===== config.mk =====
export PLATFORM = sky130hd
export DESIGN_NAME = uart_rx_fifo
export DESIGN_NICKNAME = d
export VERILOG_FILES = /design/src/rtl/uart_rx_fifo.sv
export SDC_FILE = /design/constraint.sdc
export NUM_CORES = 1
export LEC_CHECK = 0
export CORE_ASPECT_RATIO = 2
export CORE_MARGIN = 5
export CORE_UTILIZATION = 61
export CTS_CLUSTER_DIAMETER = 100
export DETAILED_ROUTE_END_ITERATION = 10
export GPL_TIMING_DRIVEN = 0
export PLACE_DENSITY = 0.8
export SLEW_MARGIN = 20
export SYNTH_ARGS = -nofsm -noshare
export SYNTH_HDL_FRONTEND = slang
export SYNTH_SLANG_ARGS = --single-unit

===== constraint.sdc =====
create_clock -name clk_i -period 3.3 [get_ports clk_i]
set_input_delay 0.495 -clock clk_i [delete_from_list [all_inputs] [get_ports clk_i]]
set_output_delay 0.495 -clock clk_i [all_outputs]
set_load 0.05 [all_outputs]

===== src/rtl/uart_rx_fifo.sv =====
// UART receiver with runtime-programmable frame format (5-8 data bits,
// none/odd/even parity, 1 or 2 stop bits) feeding a first-word-fall-through
// receive FIFO. Each FIFO entry holds {ferr, perr, data}.
module uart_rx_fifo #(
    parameter int DEPTH = 16,
    parameter int CNT_W = $clog2(DEPTH) + 1
) (
    input  logic             clk_i,
    input  logic             rst_ni,
    input  logic [15:0]      baud_div_i,
    input  logic [1:0]       data_bits_i,
    input  logic [1:0]       parity_i,
    input  logic             stop2_i,
    input  logic             rx_i,
    input  logic             re_i,
    input  logic             clr_overrun_i,
    output logic [7:0]       data_o,
    output logic             perr_o,
    output logic             ferr_o,
    output logic             empty_o,
    output logic             full_o,
    output logic [CNT_W-1:0] count_o,
    output logic             overrun_o
);

    localparam int PTR_W = $clog2(DEPTH);

    typedef enum logic [2:0] {
        S_IDLE,
        S_START,
        S_DATA,
        S_PARITY,
        S_STOP1,
        S_STOP2
    } state_t;

    state_t      r_state;
    state_t      w_state_nxt;

    logic        r_sync1;
    logic        r_sync2;
    logic        r_rxs_d;
    logic        w_rxs;
    logic        w_fall;

    // Frame configuration captured at the start edge
    logic [15:0] r_baud;
    logic [1:0]  r_dbits;
    logic        r_par_en;
    logic        r_par_odd;
    logic        r_stop2;

    logic [15:0] r_cnt;
    logic [2:0]  r_bitcnt;
    logic [7:0]  r_data;
    logic        r_pacc;
    logic        r_perr;
    logic        r_ferr;

    logic        w_sample;
    logic        w_last_bit;
    logic [16:0] w_p_full;
    logic [15:0] w_half_m1;
    logic        w_push;
    logic        w_frame_ferr;

    logic [9:0]       r_mem [DEPTH];
    logic [PTR_W-1:0] r_wptr;
    logic [PTR_W-1:0] r_rptr;
    logic [CNT_W-1:0] r_count;
    logic             r_overrun;
    logic             w_full;
    logic             w_empty;
    logic             w_pop;
    logic             w_wr;
    logic             w_ovf;

    assign w_rxs      = r_sync2;
    assign w_fall     = r_rxs_d & ~w_rxs;
    assign w_sample   = (r_cnt == '0);
    assign w_last_bit = (r_bitcnt == (3'(r_dbits) + 3'd4));
    // First sample lands floor(P/2) clocks after the edge, so load floor(P/2)-1
    assign w_p_full   = {1'b0, baud_div_i} + 17'd1;
    assign w_half_m1  = 16'((w_p_full >> 1) - 17'd1);

    // Two-flop synchroniser plus one delayed copy for falling-edge detection
    always_ff @(posedge clk_i or negedge rst_ni) begin
        if (!rst_ni) begin
            r_sync1 <= 1'b1;
            r_sync2 <= 1'b1;
            r_rxs_d <= 1'b1;
        end else begin
            r_sync1 <= rx_i;
            r_sync2 <= r_sync1;
            r_rxs_d <= r_sync2;
        end
    end

    // Receiver state register
    always_ff @(posedge clk_i or negedge rst_ni) begin
        if (!rst_ni) begin
            r_state <= S_IDLE;
        end else begin
            r_state <= w_state_nxt;
        end
    end

    // Receiver next state, push strobe and framing error of the completed frame
    always_comb begin
        w_state_nxt  = r_state;
        w_push       = 1'b0;
        w_frame_ferr = 1'b0;
        case (r_state)
            S_IDLE: begin
                if (w_fall) w_state_nxt = S_START;
            end
            S_START: begin
                if (w_sample) w_state_nxt = w_rxs ? S_IDLE : S_DATA;
            end
            S_DATA: begin
                if (w_sample && w_last_bit) w_state_nxt = r_par_en ? S_PARITY : S_STOP1;
            end
            S_PARITY: begin
                if (w_sample) w_state_nxt = S_STOP1;
            end
            S_STOP1: begin
                w_frame_ferr = ~w_rxs;
                if (w_sample) begin
                    if (r_stop2) begin
                        w_state_nxt = S_STOP2;
                    end else begin
                        w_push      = 1'b1;
                        w_state_nxt = S_IDLE;
                    end
                end
            end
            S_STOP2: begin
                w_frame_ferr = r_ferr | ~w_rxs;
                if (w_sample) begin
                    w_push      = 1'b1;
                    w_state_nxt = S_IDLE;
                end
            end
            default: w_state_nxt = S_IDLE;
        endcase
    end

    // Receiver datapath: config latch, bit timing, shift register, error flags
    always_ff @(posedge clk_i or negedge rst_ni) begin
        if (!rst_ni) begin
            r_baud    <= '0;
            r_dbits   <= '0;
            r_par_en  <= 1'b0;
            r_par_odd <= 1'b0;
            r_stop2   <= 1'b0;
            r_cnt     <= '0;
            r_bitcnt  <= '0;
            r_data    <= '0;
            r_pacc    <= 1'b0;
            r_perr    <= 1'b0;
            r_ferr    <= 1'b0;
        end else if (r_state == S_IDLE) begin
            if (w_fall) begin
                r_baud    <= baud_div_i;
                r_dbits   <= data_bits_i;
                r_par_en  <= (parity_i == 2'd1) || (parity_i == 2'd2);
                r_par_odd <= (parity_i == 2'd1);
                r_stop2   <= stop2_i;
                r_cnt     <= w_half_m1;
                r_bitcnt  <= '0;
                r_data    <= '0;
                r_pacc    <= 1'b0;
                r_perr    <= 1'b0;
                r_ferr    <= 1'b0;
            end
        end else begin
            r_cnt <= w_sample ? r_baud : r_cnt - 16'd1;
            if (w_sample) begin
                case (r_state)
                    S_DATA: begin
                        r_data[r_bitcnt] <= w_rxs;
                        r_pacc           <= r_pacc ^ w_rxs;
                        r_bitcnt         <= r_bitcnt + 3'd1;
                    end
                    S_PARITY: r_perr <= r_par_odd ? ~(r_pacc ^ w_rxs) : (r_pacc ^ w_rxs);
                    S_STOP1:  r_ferr <= ~w_rxs;
                    default:  ;
                endcase
            end
        end
    end

    assign w_full  = (r_count == CNT_W'(DEPTH));
    assign w_empty = (r_count == '0);
    assign w_pop   = re_i & ~w_empty;
    assign w_wr    = w_push & (~w_full | w_pop);
    assign w_ovf   = w_push & w_full & ~w_pop;

    // FIFO storage, intentionally not reset
    always_ff @(posedge clk_i) begin
        if (w_wr) r_mem[r_wptr] <= {w_frame_ferr, r_perr, r_data};
    end

    // FIFO pointers, occupancy and sticky overrun (set wins over clear)
    always_ff @(posedge clk_i or negedge rst_ni) begin
        if (!rst_ni) begin
            r_wptr    <= '0;
            r_rptr    <= '0;
            r_count   <= '0;
            r_overrun <= 1'b0;
        end else begin
            if (w_wr)  r_wptr <= r_wptr + 1'b1;
            if (w_pop) r_rptr <= r_rptr + 1'b1;
            case ({w_wr, w_pop})
                2'b10:   r_count <= r_count + 1'b1;
                2'b01:   r_count <= r_count - 1'b1;
                default: r_count <= r_count;
            endcase
            if (w_ovf) begin
                r_overrun <= 1'b1;
            end else if (clr_overrun_i) begin
                r_overrun <= 1'b0;
            end
        end
    end

    assign {ferr_o, perr_o, data_o} = r_mem[r_rptr];
    assign empty_o   = w_empty;
    assign full_o    = w_full;
    assign count_o   = r_count;
    assign overrun_o = r_overrun;

endmodule

-- Word level (Yosys, flattened, before mapping)
Memories as Yosys holds them, arrays and structs flattened.
Cells that the tools add are included.
- bits of input ports: 26
- memories kept: 1
- bits in registers: 71
- output and inout port bits: 18
- bits in writable memories: 160
- equality and inequality tests: 17
- order comparisons: 2
- add/sub/neg operators: 9
- reductions and logical operators: 17
- bitwise logic cells: 13
- mux-type cells: 45
- memory list (memory ; depth ; bits a word ; rd ports ; clocked after memory_dff ; write ports ; line ; source):
    r_mem ; 16 ; 10 ; 1 ; 0 ; 1 ; 67 ; logic [9:0] r_mem [DEPTH];
- operator list (operator ; count):
    2-to-1 mux 16 bit ; 3
    2-to-1 mux 3 bit ; 12
    2-to-1 mux 8 bit ; 4
    subtractor 16 x 1 -> 16 bit (second input constant) ; 2
    2-to-1 mux 1 bit ; 19
    one-hot mux 3 bit (6 select lines) ; 1
    adder 16 x 1 -> 17 bit (second input constant) ; 1
    zero test 16 bit ; 1
    inequality test 2 bit (second input constant) ; 6
    nonzero test 2 bit ; 6
    one-hot mux 5 bit (2 select lines) ; 1
    AND reduction 3 bit ; 3
    adder 4 x 1 -> 4 bit (second input constant) ; 2
    bitwise mux 8 bit ; 1
    equality test 3 x 2 -> 1 bit (second input constant) ; 2
    equality test 3 bit (second input constant) ; 2
    AND reduction 6 bit ; 1
    adder 5 x 1 -> 5 bit (second input constant) ; 1
    AND 1 bit ; 5
    equality test 5 bit (second input constant) ; 1
    zero test 5 bit ; 1
    NOT 1 bit ; 5
    subtractor 5 x 1 -> 5 bit (second input constant) ; 1
    equality test 2 x 1 -> 1 bit (second input constant) ; 2
    other kinds (16) ; 20

-- Logic depth before layout (Yosys ltp)
- word-level depth: 8
- mapped depth: 12

-- Worst setup path before layout
No wires, ideal clock.
- path kind: input -> register
- start: input baud_div_i[0]
- end: register r_cnt[14]
- path buffers: 1
- path slack: 0.430 ns
- data arrival time: 2.750 ns
- setup time: 0.120 ns
- stages: 10
- cells stage by stage: ha_1 buf_2 xnor2_1 ha_1 nor3b_2 nand3_1 a2111oi_4 nand3_1 or3_1 a31o_1
- word-level cells in the longest chain between the ends: 4
- RTL lines (what ; line ; source):
    start: declaration ; 10 ; input logic [15:0] baud_div_i,
    adder 16 x 1 -> 17 bit ; 83 ; assign w_p_full = {1'b0, baud_div_i} + 17'd1;
    subtractor 16 x 1 -> 16 bit ; 84 ; assign w_half_m1 = 16'((w_p_full >> 1) - 17'd1);
    2-to-1 mux 16 bit ; 163 ; if (w_fall) begin
    2-to-1 mux 16 bit ; 162 ; end else if (r_state == S_IDLE) begin
    end signal: assignment ; 169 ; r_cnt <= w_half_m1;
    end signal: assignment ; 177 ; r_cnt <= w_sample ? r_baud : r_cnt - 16'd1;
    end: declaration ; 53 ; logic [15:0] r_cnt;
Every way passes these cells. The select of a mux whose other input is x is not followed.
A chain may end at the register's enable or synchronous reset.

-- Final worst setup path
- start: register r_rptr[1]
- end: output perr_o
- word-level cells in the longest chain between the ends: 1
- RTL lines (what ; line ; source):
    start: declaration ; 69 ; logic [PTR_W-1:0] r_rptr;
    start signal: assignment ; 213 ; if (w_pop) r_rptr <= r_rptr + 1'b1;
    memory (16 x 10 bit) ; -- ;
    end: declaration ; 18 ; output logic perr_o,
Every way passes these cells.

==> reports/summary.md <==
The count of placed standard cells including taps was 1028. After synthesis the netlist holds a flip-flop and latch count of 231. Cell at the root of the clock tree: sky130_fd_sc_hd__clkbuf_16. The maximum clock rate was 308 MHz; the required time of the worst setup path was 2800 ps. The number of antenna diodes in the final layout is 0. Summed over all nets, the half-perimeter wirelength after detailed placement is 18.7 mm. For the final routed database, the setup TNS stands at 0 ps.

Synthesized area per cell: 13.8 um^2. Synthesis instantiated 81 different standard cells from the library. The period utilization is 0.983, and the net count after synthesis is 817.

The arrival time of data at the critical path endpoint was 2750 ps; the cell-internal power was 0.00582 W. Number of buffers inserted during clock tree synthesis: 20. The most common cell after layout, fill and taps aside was sky130_fd_sc_hd__edfxtp_1.

The logs give 0 for the count of unresolved DRC violations after routing and 40.8 mm for the first-pass GRT wire length. The number of buffer cells added on primary ports works out to 36. After detailed routing, the number of vias per cell comes to 6.54. For the worst-case vdd ir drop, the log shows 0.000395 V. The slew at the pin with the worst max-slew slack was 1160 ps; the share of flip-flops with an asynchronous set or reset was 0.307.

STA classifies the critical path startpoint as a flip-flop. The tools report the first-iteration detailed-routing DRC count as 448. Number of maximum-capacitance violations: 0. The die height was 198 um. The tools report the sort of element at the end of the critical path as a primary output.

The logs give 0 for the remaining number of nets flagged by the antenna check after routing and 15.7 ps for the clock skew. Share of power burned in combinational logic: 0.294. The floorplan step defined a core boundary enclosing 0.0173 mm^2. Clock-pin slew was measured on the worst setup and hold paths at 60 ps. The average wire per cell in the routed design was 24.5 um; the setup-violating endpoint count in the final report was 0.

For the number of max-slew violations in the final report, the log shows 0. By area the synthesized netlist is led by sky130_fd_sc_hd__edfxtp_1 45%, sky130_fd_sc_hd__dfrtp_1 16%, sky130_fd_sc_hd__mux4_2 10%, sky130_fd_sc_hd__nand2_1 3.2%, sky130_fd_sc_hd__xnor2_1 2.6%. In the layout the commonest cells are 160 x sky130_fd_sc_hd__edfxtp_1, 91 x sky130_fd_sc_hd__nand2_1, 67 x sky130_fd_sc_hd__dfrtp_1, 50 x sky130_fd_sc_hd__mux4_2, 49 x sky130_fd_sc_hd__nor2_1. TritonCTS built the clock tree. The power density of the placed cells came out at 712 mW/mm^2.

The critical path in this run is classified as flip-flop to primary output. The worst path needs 3240 ps of the cycle, external delays included. Global routing finished with a remaining overflow of 0. Compared with the post-synthesis result, the final layout area differs by 13.0%.

The area of the die came out at 0.0205 mm^2. The synthesized design contains 160 enable-type register cells. Along the worst path, the maximum fanout reaches 10. For this run, the number of Yosys warnings is 0.

Core utilization of the finished layout: 0.703. The clock drives 231 sinks. In the synthesized netlist, the number of instances is 777. For the clock network fraction of design power, the log shows 0.268. The number of non-filler instances in the completed layout was 1065. The tools report the via count of the first global-routing pass as 7393.

The initialized floorplan defines 68 standard-cell rows. The worst relative slew slack is 0.225. The analysis attributes to cell leakage a power of 4.39 nW. The depth of the CTS H-tree is 1. For the number of hold-slack violations in the final timing report, the log shows 0.

Setup repair after global routing left no endpoint under its margin. The run finished with clean final reports. The placed standard-cell area was 0.0114 mm^2; the logic depth of the worst register-to-register path was 7.

The fraction of layout instances using a drive strength above 1 is 0.186. The top cell type's share of synthesized area is 0.447. The logs give 57 for the largest net degree at the start of global routing and 0.943 for the routability congestion estimate from global placement.

In this run the power spent charging and discharging nets is 0.00283 W. The die is 104 um wide. The worst hold path was traced through 3 stages.

The overall power of the completed layout was 0.00865 W; the sequential group share of total power was 0.438. The number of antenna violations at the first check in global routing was 0; the switching portion of total power was 0.327. The first detailed-routing pass took 5 iterations. The tools report the total global-route track usage as 0.255.

Of all cell types, the one taking the most synthesized area is sky130_fd_sc_hd__edfxtp_1. The tools report the insertion delay to the later sink of the worst-skew pair as 500 ps. For the share of the yosys chip area belonging to registers, the log shows 0.613.

Summing every instance area after synthesis gives 0.0107 mm^2. 44 I/O pins were placed. The summed area of non-filler cells in the final layout is 0.0121 mm^2, and the vias after detailed routing is 6963. At the end of the flow, the number of nets in the layout was 882. For this block, the routed nets add up to 26.1 mm of wire.

Classification of the worst-slack hold path: primary input to flip-flop. No sink is reached through more buffers than the 3 on the longest clock path. The most used flip-flop cell after synthesis is sky130_fd_sc_hd__edfxtp_1. The initial standard-cell utilization of the core was 0.622.
worst max-delay path, stage by stage (launching register included):
cell	delay, ps
sky130_fd_sc_hd__dfrtp_1	380
sky130_fd_sc_hd__clkbuf_1	290
sky130_fd_sc_hd__clkbuf_4	330
sky130_fd_sc_hd__mux4_2	330
sky130_fd_sc_hd__mux4_2	480
sky130_fd_sc_hd__dlygate4sd2_1	440
power groups by stage:
stage / registers [W] / logic [W] / clock network (W)
global placement: 0.00378 / 0.00243 / 0
CTS: 0.00377 / 0.00255 / 0.00233
finish: 0.00379 / 0.00254 / 0.00232
floorplan: 0.00382 / 0.00176 / 0
detailed placement: 0.00381 / 0.00252 / 0
global route: 0.00382 / 0.00275 / 0.00245
layout make-up:
type | count | area (um^2)
Timing Repair Buffer | 44 | 420
Tap cell | 210 | 263
Sequential cell | 231 | 6590
Multi-Input combinational cell | 479 | 3900
Buffer | 47 | 265
Clock buffer | 25 | 541
Fill cell | 1149 | 5130
Inverter | 19 | 71.3
Clock inverter | 10 | 97.6
layer usage:
layer / vias up / track usage / wire length [um]
li1: 3082 / - / -
met1: 3501 / 0.243 / 8030
met2: 298 / 0.523 / 15700
met3: 82 / 0.0277 / 1160
met4: 0 / 0.125 / 1290
met5: - / 0 / 0
timing repair:
item                                    4_1_cts  5_1_grt
endpoints found under the hold margin        15        0
hold buffers                                  1        0
buffers inserted                              0        2
resized for setup                            35       17
endpoints found under the setup margin       10       26
pin swaps                                     0        1
state kept, by name (all words and copies together), names as in the netlist, 2 cells and up:
signal	cells
r_dbits	2
r_state	3
r_mem	160
r_baud	16
count_o	5
r_rptr	4
r_wptr	4
r_data	8
r_cnt	16
r_bitcnt	3
final timing paths:
kind / start / end / slack [ps]
worst max-delay path: r_rptr[1]$_DFFE_PN0P_ / perr_o / 60
worst min-delay path: baud_div_i[6] / r_baud[6]$_DFFE_PN0P_ / 300
worst max register to register: r_cnt[3]$_DFFE_PN0N_ / r_mem[6][2]$_DFFE_PP_ / 100
worst min register to register: r_sync1$_DFF_PN1_ / r_sync2$_DFF_PN1_ / 360
max in group asynchronous: rst_ni / r_rxs_d$_DFF_PN1_ / 2250
min in group asynchronous: rst_ni / r_baud[8]$_DFFE_PN0P_ / 430
synthesized netlist by cell type, types with 4 or more instances:
cell and number:
sky130_fd_sc_hd__nand3_1 23, sky130_fd_sc_hd__a21oi_1 25, sky130_fd_sc_hd__dfrtp_1 68, sky130_fd_sc_hd__mux2i_1 12, sky130_fd_sc_hd__a2bb2oi_1 4, sky130_fd_sc_hd__inv_1 19
sky130_fd_sc_hd__nor4_1 12, sky130_fd_sc_hd__edfxtp_1 160, sky130_fd_sc_hd__or3_1 4, sky130_fd_sc_hd__nor2_1 52, sky130_fd_sc_hd__ha_1 13, sky130_fd_sc_hd__a211oi_1 8
sky130_fd_sc_hd__xor2_1 5, sky130_fd_sc_hd__clkbuf_1 27, sky130_fd_sc_hd__a31oi_1 8, sky130_fd_sc_hd__nand2b_1 5, sky130_fd_sc_hd__o211ai_1 7, sky130_fd_sc_hd__o31a_1 6
sky130_fd_sc_hd__mux4_2 50, sky130_fd_sc_hd__nand4_1 7, sky130_fd_sc_hd__nor3_1 17, sky130_fd_sc_hd__xnor2_1 32, sky130_fd_sc_hd__buf_2 13, sky130_fd_sc_hd__o22ai_1 5
sky130_fd_sc_hd__nand2_1 91, sky130_fd_sc_hd__o21ai_0 24
logic make-up after synthesis:
logic type | share of synthesized area
and+or+nand+nor | 0.113
DFF | 0.613
AOI/OAI and AO/OA | 0.0777
buffers and inverters | 0.0277
muxes | 0.122
xor gates and xnor gates | 0.0302
adders and majority gates | 0.0170
metrics by stage:
stage / hold slack [ps] / setup WS (ps)
global placement: 348 / -582
CTS: 288 / 5.61
finish: 299 / 57.2
floorplan: 199 / 430
detailed placement: 347 / -449
global route: 320 / 2.90
No activity file was read; power rests on OpenSTA's default activity.
